--- src/rtl/sc_stream_decoder.sv ---
// sc_stream_decoder: stochastic-to-binary decoder.
// Counts the ones in a STREAM_LEN-bit unipolar stochastic stream that arrives
// under a valid/ready handshake. The count is then normalized with a
// leading-one detect, and count, mantissa (hidden one removed) and shift are
// presented under a second valid/ready handshake.
// Optional feature: define SC_DEC_BIPOLAR_EN to add the bipolar_val output
// (2*count - STREAM_LEN, signed).
module sc_stream_decoder #(
    parameter int WIDTH      = 8,
    parameter int STREAM_LEN = 255,
    parameter int MANT_W     = 7,
    localparam int SHIFT_W   = $clog2(WIDTH)
) (
    input  logic               clk,
    input  logic               rst,
    input  logic               start,
    input  logic               bit_valid,
    input  logic               bit_in,
    output logic               bit_ready,
    output logic               busy,
    output logic               out_valid,
    input  logic               out_ready,
    output logic [WIDTH-1:0]   count,
    output logic [MANT_W-1:0]  norm_mant,
    output logic [SHIFT_W-1:0] norm_shift,
`ifdef SC_DEC_BIPOLAR_EN
    output logic               zero,
    output logic signed [WIDTH:0] bipolar_val
`else
    output logic               zero
`endif
);

    typedef enum logic [1:0] {
        S_IDLE,
        S_ACCUM,
        S_NORM,
        S_DONE
    } state_e;

    localparam logic [WIDTH-1:0] LAST_IDX = WIDTH'(STREAM_LEN - 1);

    state_e             state_q, state_d;
    logic [WIDTH-1:0]   acc_q, acc_d;
    logic [WIDTH-1:0]   idx_q, idx_d;
    logic [WIDTH-1:0]   count_q, count_d;
    logic [MANT_W-1:0]  mant_q, mant_d;
    logic [SHIFT_W-1:0] shift_q, shift_d;
    logic               zero_q, zero_d;
    logic               out_valid_q, out_valid_d;
`ifdef SC_DEC_BIPOLAR_EN
    logic signed [WIDTH:0] bip_q, bip_d;
`endif

    logic [SHIFT_W-1:0] lod_pos;
    logic [SHIFT_W-1:0] lod_shift;
    logic [WIDTH-1:0]   shifted;

    // Leading-one detect on the accumulator and the normalizing left shift.
    always_comb begin
        // NOTE: every combinationally assigned signal gets a default first, so
        // no path through the block leaves it unassigned and a latch is inferred.
        lod_pos = '0;
        for (int i = 0; i < WIDTH; i++) begin
            if (acc_q[i]) begin
                lod_pos = SHIFT_W'(i);
            end
        end
        lod_shift = SHIFT_W'(WIDTH - 1) - lod_pos;
        // With a nonzero accumulator the MSB of the shifted value is the hidden one.
        shifted   = acc_q << lod_shift;
    end

    // Next-state and datapath update for the conversion FSM.
    always_comb begin
        state_d     = state_q;
        acc_d       = acc_q;
        idx_d       = idx_q;
        count_d     = count_q;
        mant_d      = mant_q;
        shift_d     = shift_q;
        zero_d      = zero_q;
        out_valid_d = 1'b0;
`ifdef SC_DEC_BIPOLAR_EN
        bip_d       = bip_q;
`endif
        unique case (state_q)
            S_IDLE: begin
                if (start) begin
                    acc_d   = '0;
                    idx_d   = '0;
                    state_d = S_ACCUM;
                end
            end
            S_ACCUM: begin
                // bit_ready is high throughout ACCUM, so bit_valid alone accepts.
                if (bit_valid) begin
                    acc_d = acc_q + {{(WIDTH-1){1'b0}}, bit_in};
                    idx_d = idx_q + WIDTH'(1);
                    if (idx_q == LAST_IDX) begin
                        state_d = S_NORM;
                    end
                end
            end
            S_NORM: begin
                count_d = acc_q;
                zero_d  = ~shifted[WIDTH-1];
                shift_d = shifted[WIDTH-1] ? lod_shift : '0;
                mant_d  = shifted[WIDTH-1] ? shifted[MANT_W-1:0] : '0;
`ifdef SC_DEC_BIPOLAR_EN
                // Modulo-2^(WIDTH+1) arithmetic yields the two's-complement result.
                bip_d   = {acc_q, 1'b0} - (WIDTH+1)'(STREAM_LEN);
`endif
                state_d = S_DONE;
            end
            S_DONE: begin
                // out_valid is registered: it rises one cycle after entering DONE
                // and the handshake is only honoured once it is visible.
                if (out_valid_q && out_ready) begin
                    state_d = S_IDLE;
                end else begin
                    out_valid_d = 1'b1;
                end
            end
            default: state_d = S_IDLE;
        endcase
    end

    // State and result registers with synchronous active-low reset.
    always_ff @(posedge clk) begin
        // NOTE: sequential state uses non-blocking assignments so every register
        // samples the pre-edge values, independent of statement order.
        if (!rst) begin
            state_q     <= S_IDLE;
            acc_q       <= '0;
            idx_q       <= '0;
            count_q     <= '0;
            mant_q      <= '0;
            shift_q     <= '0;
            zero_q      <= 1'b0;
            out_valid_q <= 1'b0;
`ifdef SC_DEC_BIPOLAR_EN
            bip_q       <= '0;
`endif
        end else begin
            state_q     <= state_d;
            acc_q       <= acc_d;
            idx_q       <= idx_d;
            count_q     <= count_d;
            mant_q      <= mant_d;
            shift_q     <= shift_d;
            zero_q      <= zero_d;
            out_valid_q <= out_valid_d;
`ifdef SC_DEC_BIPOLAR_EN
            bip_q       <= bip_d;
`endif
        end
    end

    assign bit_ready  = (state_q == S_ACCUM);
    assign busy       = (state_q != S_IDLE);
    assign out_valid  = out_valid_q;
    assign count      = count_q;
    assign norm_mant  = mant_q;
    assign norm_shift = shift_q;
    assign zero       = zero_q;
`ifdef SC_DEC_BIPOLAR_EN
    assign bipolar_val = bip_q;
`endif

endmodule

--- config.mk ---
export PLATFORM = sky130hd
export DESIGN_NAME = sc_stream_decoder
export DESIGN_NICKNAME = d
export VERILOG_FILES = /design/src/rtl/sc_stream_decoder.sv
export SDC_FILE = /design/constraint.sdc
export NUM_CORES = 1
export LEC_CHECK = 0
export ABC_AREA = 1
export BUFFER_PORTS_ARGS = -buffer_cell sky130_fd_sc_hd__clkbuf_2
export CORE_UTILIZATION = 31
export CTS_CLUSTER_DIAMETER = 40
export CTS_CLUSTER_SIZE = 8
export DETAILED_ROUTE_END_ITERATION = 8
export PLACE_DENSITY_LB_ADDON = 0.08
export RECOVER_POWER = 50
export SLEW_MARGIN = 10
export SYNTH_ARGS = -nofsm -noshare
export SYNTH_HDL_FRONTEND = slang
export SYNTH_SLANG_ARGS = --single-unit
--- constraint.sdc ---
create_clock -name clk -period 2.35 [get_ports clk]
set_clock_uncertainty 0.2 [all_clocks]
set_input_delay 0.705 -clock clk [delete_from_list [all_inputs] [get_ports clk]]
set_output_delay 0.705 -clock clk [all_outputs]
set_load 0.01 [all_outputs]
# Word-level counts from Yosys, hierarchy flattened
# Index checks and enable logic that the tools add are counted.
dict set report classes {
  add_sub_neg 3
  n_mul 0
  n_div 0
  order_cmp 0
  n_eq_ne 8
  shift 1
  mux 20
  bitwise 1
  n_reduce_logical 7
}
# op n
set ops {}
lappend ops {{8-bit case mux with 2 select lines} 2}
lappend ops {{8-bit two-way mux} 3}
lappend ops {{3-bit two-way mux} 7}
lappend ops {{8-bit by 1-bit adder with 8-bit output} 1}
lappend ops {{8-bit by 1-bit adder with 8-bit output, second input constant} 1}
lappend ops {{8-bit equality test, second input constant} 1}
lappend ops {{2-bit two-way mux} 4}
lappend ops {{2-bit case mux with 4 select lines} 1}
lappend ops {{8-bit by 3-bit << shifter with 8-bit output} 1}
lappend ops {{7-bit two-way mux} 1}
lappend ops {{2-bit inequality test, second input constant} 3}
lappend ops {{2-bit equality test, second input constant} 2}
lappend ops {{4-bit AND reduction} 1}
lappend ops {{2-bit nonzero test} 2}
lappend ops {{3-bit AND reduction} 1}
lappend ops {{3-bit subtractor, first input constant} 1}
lappend ops {{2-bit by 1-bit equality test with 1-bit output, second input constant} 1}
lappend ops {{2-bit zero test} 1}
lappend ops {{1-bit two-way mux} 2}
lappend ops {{2-bit by 1-bit inequality test with 1-bit output, second input constant} 1}
lappend ops {{2-bit AND reduction} 1}
lappend ops {{1-bit logical AND} 1}
lappend ops {{1-bit inverter} 1}
dict set report word_totals {
  regBits 38
  latchBits 0
  ramBits 0
  rom_bits 0
  in_bits 6
  out_inout_bits 22
  word_cells 48
  mem_count 0
}

# Depth between registers and ports, before layout
dict set report depth {
  word_depth 10
  depth_mapped 11
  mapped_depth_nobuf 11
}

# Worst setup path after synthesis
# No wires, ideal clock.
dict set report synth_path {
  path_kind {reg-to-reg}
  from {reg state_q[1]}
  to {reg acc_q[7]}
  setup_ns 0.120
  arrival_ns 1.529
  t_required_ns 2.030
  slack_ns 0.501
  path_stages_with_launch 11
  path_buffers 0
  period_less_slack_ns 1.849
  path_cell_list {dfxtp_1 inv_1 ha_1 inv_2 o21ai_2 a21oi_4 inv_4 o21ai_2 inv_2 o21ai_0 a21oi_1}
}
dict set report synth_between {
  elab_chain_len 3
  elab_cells_between_ends 7
  classes_between {3 x eq/ne; 1 x mux; 3 x reduce/logical}
}
# element line
set synth_lines {}
lappend synth_lines {{from (decl)} 43} ;# state_e state_q, state_d;
lappend synth_lines {{from (signal assigned)} 146} ;# state_q <= state_d;
lappend synth_lines {{2-bit by 1-bit equality test with 1-bit output *} -}
lappend synth_lines {{net bit_ready} 19} ;# output logic bit_ready,
lappend synth_lines {{2-bit inequality test (no source line) or 2-bit nonzero test (tied branches)} -}
lappend synth_lines {{3-bit AND reduction (no source line)} -}
lappend synth_lines {{to (signal assigned)} 135} ;# acc_q <= '0;
lappend synth_lines {{to (signal assigned)} 147} ;# acc_q <= acc_d;
lappend synth_lines {{to (decl)} 44} ;# logic [WIDTH-1:0] acc_q, acc_d;
# The timed path passes the listed nets; every way through them passes the cells marked *.
# A chain may end at the register's enable or synchronous reset.

# Worst setup path after layout
dict set report layout_path {
  from {reg state_q[1]}
  to {reg acc_q[7]}
}
dict set report layout_between {
  elab_chain_len 3
  elab_cells_between_ends 7
  classes_between {3 x eq/ne; 1 x mux; 3 x reduce/logical}
}
# element line
set layout_lines {}
lappend layout_lines {{2-bit by 1-bit equality test with 1-bit output or 2-bit zero test (tied branches)} 87} ;# unique case (state_q)
lappend layout_lines {{2-bit inequality test (no source line) or 2-bit nonzero test (tied branches)} -}
lappend layout_lines {{3-bit AND reduction (no source line)} -}
# Several ways; a longest one is shown, not always the timed one.

==> metrics.txt <==
crit-path max FO 9; Setup crit end kind flip-flop; logic gate share of total power 31.6%; Cell Pwr Density 861 nW/µm²; die height 79.8 µm; maximum number of pins on one net before global-route repair 28; placed cell area 2100 µm²; Core Area 5680 µm²; Internal Pwr Total 1.15 mW; slew margin rel. 67.0%; outcome finished clean; CTS tree built; switching part of the total power 38.1%; RSZ-0062 raised after global routing no; wire per inst 12.8 µm; Clk pwr share 25.6%; root buffer cell clkbuf_8; Post-Route WL 4550 µm; CTS hold repair buffers 0; Post-Syn Instances 250; final max-slew violation count 0; worst r2r src state_q[1]; number of clock buffers inserted by TritonCTS 5; worst hold path type flip-flop to flip-flop; Hold Crit Start norm_mant[2]; period utilization 91.6%; Initial DRC Count 98; RePlAce Congestion 0.715; grt ovf 0; Vias/cell 4.75; synthesis-to-finish area growth 15.0%; Worst Setup Path Type flip-flop to flip-flop; Mapped Area 1880 µm²; most common cell after layout, fill and taps aside nand2_1; maximum VDD drop 0.000434 V; Final setup viols 0; fraction of layout cells with a size suffix above 1 14.9%; hold path depth 2; Vias 1683; Buffers on Ports 27; Hold Vio Cnt, Final 0; clock slew seen by the registers of the worst setup and hold paths 80 ps; vias in the first global route 1564; clock sinks 38; first-pass GRT wire length 7670 µm; fin area 2160 µm²; max cap viols 0; die width 79.8 µm; utilization of the core after routing 38.0%; synth unique cells 30; dpl cells 346; Resized cells post-CTS 0; reg2reg setup slack 200 ps; router iterations before antenna repair 4; fillers 645; post-synthesis net count 265; Ys Warns 0; antenna fix cells 0; f_max 465 MHz; busiest grt layer met2; Worst Setup Start Kind flip-flop; most frequent cells in the layout nand2_1 (47), dfxtp_1 (38), a21oi_1 (32), inv_1 (22), clkbuf_1 (22); Lkg Pwr 0.839 nW; initial antenna violation count 0; Reg power frac 42.8%; IO Count 28; TNS Setup 0 ps; post-layout min period 2150 ps; Seq/Total Area, Yosys 40.5%; Post-CTS Setup Repair Bufs 0; Crit path required time 2330 ps; Critical Path AT 2130 ps; row count 27; DP HPWL 3400 µm; gr usage total 15.8%; Sw Pwr 708 µW; Hold EP norm_mant[2]; Avg Inst Size Synth 7.51 µm²; Nets 296; DRT antenna net count 0; H-tree Lvls 2; met3 Use GR 2.86%; Reg2Reg Capture Point acc_q[7]; M2 GR Usage 23.2%; Clock Latency Late Sink 290 ps; DRC viols 0; R2R depth 10; GRT met1 Usage 22.4%; worst slew pin tran 494 ps; Clock Tree Buf Depth 2; final non-filler cell total 354; die area 6370 µm²; Starting Density 33.1%; Yosys reg bits 38
registers in the layout, summed over array words and instances (netlist names):
| signal | flops |
|---|---|
| zero | 1 |
| idx_q | 8 |
| norm_mant | 7 |
| norm_shift | 3 |
| acc_q | 8 |
| state_q | 2 |
| count | 8 |
| out_valid | 1 |
Yosys cell counts, drive strengths merged:
library cell	instances	area, µm²
clkbuf	2	7.51
a21oi	35	201
dfxtp	38	761
o21ai	29	153
xor2	1	8.76
or2	1	6.26
buf	3	13.8
nand2	54	230
a41oi	1	8.76
nand4	6	37.5
a22oi	1	7.51
clkinv	1	3.75
inv	29	111
nor3	4	30.0
nand3	21	115
nor2	15	68.8
ha	9	113
worst max-delay path, stage by stage, from the launching register on:
cell and delay, ps:
dfxtp_1 380, inv_1 100, ha_1 250, inv_2 130
o21ai_2 80, a21oi_4 230, inv_4 100, o21ai_2 260
inv_2 150, o21ai_0 100, a21oi_1 50
cells by family (layout without fill, tap and decap cells):
group | after synthesis | after routing | synth area share, %
flops | 38 | 38 | 40.5
simple gates | 101 | 101 | 26.0
compound gates | 66 | 66 | 19.7
buf+inv | 35 | 67 | 7.27
xor+xnor | 1 | 1 | 0.467
fa+ha+maj | 9 | 9 | 6.00
power groups by stage:
stage | registers (mW) | clock network, mW | logic (mW)
4_1_cts | 0.798 | 0.493 | 0.616
3_5_place_dp | 0.812 | 0 | 0.615
2_1_floorplan | 0.827 | 0 | 0.394
5_1_grt | 0.808 | 0.518 | 0.665
6_report | 0.795 | 0.476 | 0.588
3_3_place_gp | 0.814 | 0 | 0.614
how the worst max path moves through the flow:
stage | end | start
after detailed placement | acc_q[3] | start
after floorplan | acc_q[7] | state_q[1]
after global placement | acc_q[3] | start
after CTS | acc_q[7] | state_q[1]
after global routing | acc_q[2] | state_q[1]
final | acc_q[7] | state_q[1]
metrics by stage:
step / setup slack (ps) / hold WS [ps] / total power, mW
floorplan: 501 / 244 / 1.22
finish: 198 / 268 / 1.86
global placement: 106 / 253 / 1.43
global route: 9.48 / 282 / 1.99
detailed placement: 147 / 256 / 1.43
CTS: 151 / 269 / 1.91
final cells by class:
cell class | count | area [µm²] | share of cell area (%)
clock buffers | 7 | 86.3 | 4.00
clock inverters | 1 | 5.00 | 0.232
inverters | 30 | 115 | 5.33
multi-input cells | 177 | 980 | 45.4
flip-flops and latches | 38 | 761 | 35.2
well taps | 72 | 90.1 | 4.17
repair buffers | 29 | 121 | 5.62
metal layers:
metal  wire length, µm  share of wire [%]
met1              2370                 52
met5                 0                  0
met3               161                3.5
met2              1930                 42
met4                82                1.8
No activity file was read; power rests on OpenSTA's default activity.
